<file path="config.mk">
export PLATFORM = sky130hd
export DESIGN_NAME = pwm_shadow_loader
export DESIGN_NICKNAME = d
export VERILOG_FILES = /design/src/rtl/pwm_shadow_loader_pkg.sv /design/src/rtl/pwm_shadow_reg.sv /design/src/rtl/pwm_shadow_loader.sv
export SDC_FILE = /design/constraint.sdc
export NUM_CORES = 1
export LEC_CHECK = 0
export ABC_AREA = 0
export CAP_MARGIN = 20
export CORE_ASPECT_RATIO = 0.9
export CORE_MARGIN = 1
export CORE_UTILIZATION = 53
export DETAILED_ROUTE_END_ITERATION = 16
export MAX_ROUTING_LAYER = met4
export PLACE_DENSITY = 0.8
export SYNTH_ARGS = -nofsm -noshare
export SYNTH_HDL_FRONTEND = slang
export SYNTH_SLANG_ARGS = --single-unit
</file>
<file path="constraint.sdc">
create_clock -name clk -period 9.79 [get_ports clk]
set_clock_uncertainty 0.2 [all_clocks]
set_input_delay 1.958 -clock clk [delete_from_list [all_inputs] [get_ports clk]]
set_output_delay 1.958 -clock clk [all_outputs]
set_load 0.005 [all_outputs]
</file>
<file path="src/rtl/pwm_shadow_loader_pkg.sv">
// Shared types and constants for the PWM shadow/active register loader.
// Counter width defaults to 16 bits unless the build defines it.
`ifndef PWMCOUNT_WIDTH
`define PWMCOUNT_WIDTH 16
`endif

package pwm_shadow_loader_pkg;

    localparam int unsigned PWM_CW = `PWMCOUNT_WIDTH;

    localparam logic [2:0] ADDR_PERIOD = 3'd7;

    typedef enum logic {
        IDLE,
        ARMED
    } shadow_state_t;

    typedef logic [3:0] decim_t;

    localparam decim_t DECIM_MAX = 4'hF;

    // Event counter saturates instead of wrapping so a stuck decim cannot alias.
    function automatic decim_t decim_inc(input decim_t c);
        return (c == DECIM_MAX) ? c : c + 4'd1;
    endfunction

endpackage

</file>
<file path="src/rtl/pwm_shadow_reg.sv">
// One shadow/active register pair: software writes the shadow,
// the loader copies it into the active copy on a qualified event.
module pwm_shadow_reg #(
    parameter int unsigned     CW  = 16,
    parameter logic [CW-1:0]   RST = '0
) (
    input  logic          clk,
    input  logic          reset,
    input  logic          we,
    input  logic          load,
    input  logic [CW-1:0] data,
    output logic [CW-1:0] active
);

    logic [CW-1:0] shadow;

    always_ff @(posedge clk or posedge reset) begin
        if (reset) begin
            shadow <= RST;
        end else if (we) begin
            shadow <= data;
        end
    end

    always_ff @(posedge clk or posedge reset) begin
        if (reset) begin
            active <= RST;
        end else if (load) begin
            active <= shadow;
        end
    end

endmodule

</file>
<file path="src/rtl/pwm_shadow_loader.sv">
// Atomic shadow-to-active transfer of a PWM channel group's compares
// and period, gated by decimated mask events from the carrier.
module pwm_shadow_loader
    import pwm_shadow_loader_pkg::*;
#(
    parameter int unsigned CW         = PWM_CW,
    parameter int unsigned NCMP       = 4,
    parameter logic [15:0] PERIOD_RST = 16'hFFFF
) (
    input  logic               clk,
    input  logic               reset,
    input  logic               wr_valid,
    output logic               wr_ready,
    input  logic [2:0]         wr_addr,
    input  logic [CW-1:0]      wr_data,
    input  logic               commit,
    input  logic [3:0]         decim,
    input  logic               maskevent,
    output logic [CW-1:0]      period_act,
    output logic [NCMP*CW-1:0] cmp_act,
    output logic               pending,
    output logic               update_pulse,
    output logic               overrun,
    input  logic               overrun_clr
);

    localparam logic [CW-1:0] PER_RST = CW'(PERIOD_RST);

    shadow_state_t state;
    decim_t        ev_cnt;

    logic          wr_fire;
    logic          armed;
    logic          qualify;
    logic          ovr_set;
    logic          per_we;
    logic [NCMP-1:0] cmp_we;

    assign armed    = (state == ARMED);
    assign wr_ready = (state == IDLE);
    assign pending  = armed;
    assign wr_fire  = wr_valid & wr_ready;

    // >= rather than == so lowering decim mid-wait releases on the next event.
    assign qualify = armed & maskevent & (ev_cnt >= decim);
    assign ovr_set = armed & commit;

    assign per_we = wr_fire & (wr_addr == ADDR_PERIOD);

    for (genvar i = 0; i < NCMP; i++) begin : g_cmp
        assign cmp_we[i] = wr_fire & (wr_addr == 3'(i));

        pwm_shadow_reg #(
            .CW  (CW),
            .RST ('0)
        ) u_cmp (
            .clk    (clk),
            .reset  (reset),
            .we     (cmp_we[i]),
            .load   (qualify),
            .data   (wr_data),
            .active (cmp_act[i*CW +: CW])
        );
    end

    pwm_shadow_reg #(
        .CW  (CW),
        .RST (PER_RST)
    ) u_period (
        .clk    (clk),
        .reset  (reset),
        .we     (per_we),
        .load   (qualify),
        .data   (wr_data),
        .active (period_act)
    );

    always_ff @(posedge clk or posedge reset) begin
        if (reset) begin
            state        <= IDLE;
            ev_cnt       <= '0;
            update_pulse <= 1'b0;
            overrun      <= 1'b0;
        end else begin
            update_pulse <= 1'b0;
            overrun      <= ovr_set | (overrun & ~overrun_clr);
            unique case (1'b1)
                (state == IDLE): begin
                    if (commit) begin
                        state  <= ARMED;
                        ev_cnt <= '0;
                    end
                end
                (state == ARMED): begin
                    if (qualify) begin
                        state        <= IDLE;
                        ev_cnt       <= '0;
                        update_pulse <= 1'b1;
                    end else if (maskevent) begin
                        ev_cnt <= decim_inc(ev_cnt);
                    end
                end
                default: begin
                    state  <= IDLE;
                    ev_cnt <= '0;
                end
            endcase
        end
    end

endmodule

</file>
==> results.yml <==
status:
  run_status: "completed"
route:
  firstDrtPassIters: 5
  drtIter0Drc: 237
  viasPerCell: 5.316
  drc: 0
  wl_per_cell_um: 18.78
  vias: 3615
  finalWirelength_mm: 12.77
  drtAntennaViolNets: 0
floorplan:
  core_area_um2: 11670
  pin_count: 113
  row_count: 37
  fp.dieH_um: 107.0
  dieWidth_um: 118.6
  initial_core_util_pct: 55.63
  die-area_um2: 12690
placed_design:
  hpwl_mm: 7.987
  place_ws_ps: 4703
  io_buffers: 112
  place_congestion: 0.7702
worst_hold_path:
  hp-class: "reg2reg"
power_and_ir_drop:
  pwr-share-comb_pct: 29.9
  p_leak_nw: 3.723
  p_switching_w: 0.0006712
  clockPowerShare_pct: 24.3
  pwr_density_cell_nw_per_um2: 311.7
  vdd.ir_drop.worst_mv: 0.1508
  power.share.switching_pct: 25.86
  intPower_w: 0.001924
  seqPwrFrac_pct: 45.8
sta:
  rsz0062_at_grt: "false"
  tns_ps: 0
  fin_crit_ps: 4678
  timing.final.crit_share_pct: 47.78
  setup_viol: 0
  max-slew-margin-rel_pct: 27.84
  worst_pin_slew_ps: 1082
  hold_viol: 0
  finalWorstSetupSlack_ps: 5112
  max_freq_mhz: 213.8
  slew_viol_final: 0
global_routing:
  overflow: 0
  grt_max_degree: 86
  grtUsageTotal_pct: 22.27
  antenna_found_initial: 0
  grt_pass1_wl_mm: 20.64
  grt_pass1_vias: 3964
yosys:
  syn_area_um2: 6490
  synth_seq_cells: 167
  ys_warn_count: 0
  synthFlopType: "dfrtp_1"
  synthCells: 393
  ys_types: 32
  synth_area_per_cell_um2: 16.51
  syn-num-nets: 427
  async_flop_share_pct: 100.0
  ys_seq_area_share_pct: 65.01
  synth_edf_count: 0
final_layout:
  nets: 545
  fillers: 781
  final_common_cell: "mux2_2"
  antenna_cells: 0
  syn_to_final_growth_pct: 28.32
  layout-drive-gt1-share_pct: 43.51
  final_cell_mix: "mux2_2 (151), dfrtp_1 (135), clkdlybuf4s50_1 (112)"
clocking:
  worstSkewPairLatency_ps: 420
  cts-root-buf: "clkbuf_16"
  clk_path_buf_depth: 2
  cts_buffers: 17
  cts_tree: "done"
  cts.clk_slew.worst_paths_ps: 60
  clock_sinks: 167
  post_cts_resized: 0
  ctsHtreeMaxLevel: 4
  post_cts_buffers: 0
  cts.hold.buffers_added: 0
worst_setup_path:
  arrival_ps: 4780
  crit_path_end_kind: "flop"
  worstPathMaxFanout: 83
  path_class: "in2reg"
  cp-start-kind: "input pin"
  required_ps: 9890
job:
  maxCapViolations: 0
==> per-stage QoR <==
step           hold WS [ps]  instances  util (%)  total power (W)  instance area, um^2
2_1_floorplan         273.6        393         -         0.001577                 6490
3_3_place_gp          281.4        647     66.30         0.001924                 7735
3_5_place_dp          286.8        647     66.30         0.001970                 7735
4_1_cts               300.7        679     71.15         0.002613                 8300
5_1_grt               310.7        680     71.39         0.002734                 8328
6_report              300.6        680     71.39         0.002595                 8328
==> cell usage after synthesis (2+ instances only) <==
master	instances	area [um^2]
inv_1	9	33.78
dfstp_2	32	840.8
mux2_2	151	1700
buf_6	2	22.52
buf_2	10	50.05
ha_1	5	62.56
nand2_1	5	18.77
o21ai_0	3	15.01
dfrtp_1	135	3378
a31oi_1	2	12.51
clkbuf_1	2	7.510
nor2b_1	4	25.02
mux2_4	10	150.1
nor2_1	5	18.77
==> routing by layer <==
metal / up-vias / routed length [um] / part of all wire [%] / GRT usage, %
met1: 1896 / 5637 / 44 / 27.48
met2: 72 / 6589 / 52 / 36.68
met5: - / 0 / 0 / -
met4: 0 / 223 / 1.7 / 8.770
li1: 1629 / - / - / -
met3: 18 / 322 / 2.5 / 4.255
==> critical path, stage by stage <==
cell and delay, ps:
clkdlybuf4s50_1 450, inv_1 40, ha_1 280, o211ai_1 120, o21ai_0 410, nor2b_4 230, buf_4 820, mux2_2 430
==> flip-flops by register name, indices dropped and copies added, names as in the netlist <==
name,flops
ev_cnt,4
g_cmp.u_cmp.active,64
g_cmp.u_cmp.shadow,64
overrun,1
pending,1
u_period.active,16
u_period.shadow,16
update_pulse,1
==> cell type report <==
type | count | area, um^2 | area share [%]
Tap cell | 156 | 195.2 | 2.344
Clock inverter | 6 | 66.31 | 0.7963
Timing Repair Buffer | 115 | 1164 | 13.97
Sequential cell | 167 | 4219 | 50.66
Inverter | 9 | 38.79 | 0.4657
Clock buffer | 26 | 499.2 | 5.995
Multi-Input combinational cell | 201 | 2146 | 25.77
==> worst paths after layout <==
check,start,endpoint,slack (ps),depth (start not counted)
setup / recovery,decim[3],g_cmp[1].u_cmp.active[0]$_DFFE_PP0P_,5110,8
hold / removal,g_cmp[1].u_cmp.shadow[9]$_DFFE_PP0P_,g_cmp[1].u_cmp.shadow[9]$_DFFE_PP0P_,300,1
setup reg to reg,ev_cnt[2]$_DFFE_PP0P_,g_cmp[1].u_cmp.active[0]$_DFFE_PP0P_,6660,6
hold reg to reg,g_cmp[1].u_cmp.shadow[9]$_DFFE_PP0P_,g_cmp[1].u_cmp.shadow[9]$_DFFE_PP0P_,300,1
max in group asynchronous,reset,u_period.shadow[5]$_DFFE_PP1P_,6440,4
min in group asynchronous,reset,g_cmp[0].u_cmp.shadow[14]$_DFFE_PP0P_,1860,2
==> power groups by stage <==
stage | registers (W) | logic [W] | clock network, W
floorplan | 0.00115 | 0.000425 | 0
global placement | 0.00117 | 0.000749 | 0
detailed placement | 0.00119 | 0.000776 | 0
CTS | 0.00119 | 0.000785 | 0.000642
global route | 0.00123 | 0.000837 | 0.000671
finish | 0.00119 | 0.000776 | 0.000632
==> cells by family after synthesis <==
family                     count (synthesis)  share of synthesized area (%)
and+or+nand+nor                           22                          1.889
adders and majority gates                  5                         0.9639
muxes                                    161                          28.51
DFF                                      167                          65.01
AOI/OAI and AO/OA                         13                          1.446
buffers and inverters                     25                          2.179
Note: power is estimated with default switching activity, not from simulation.
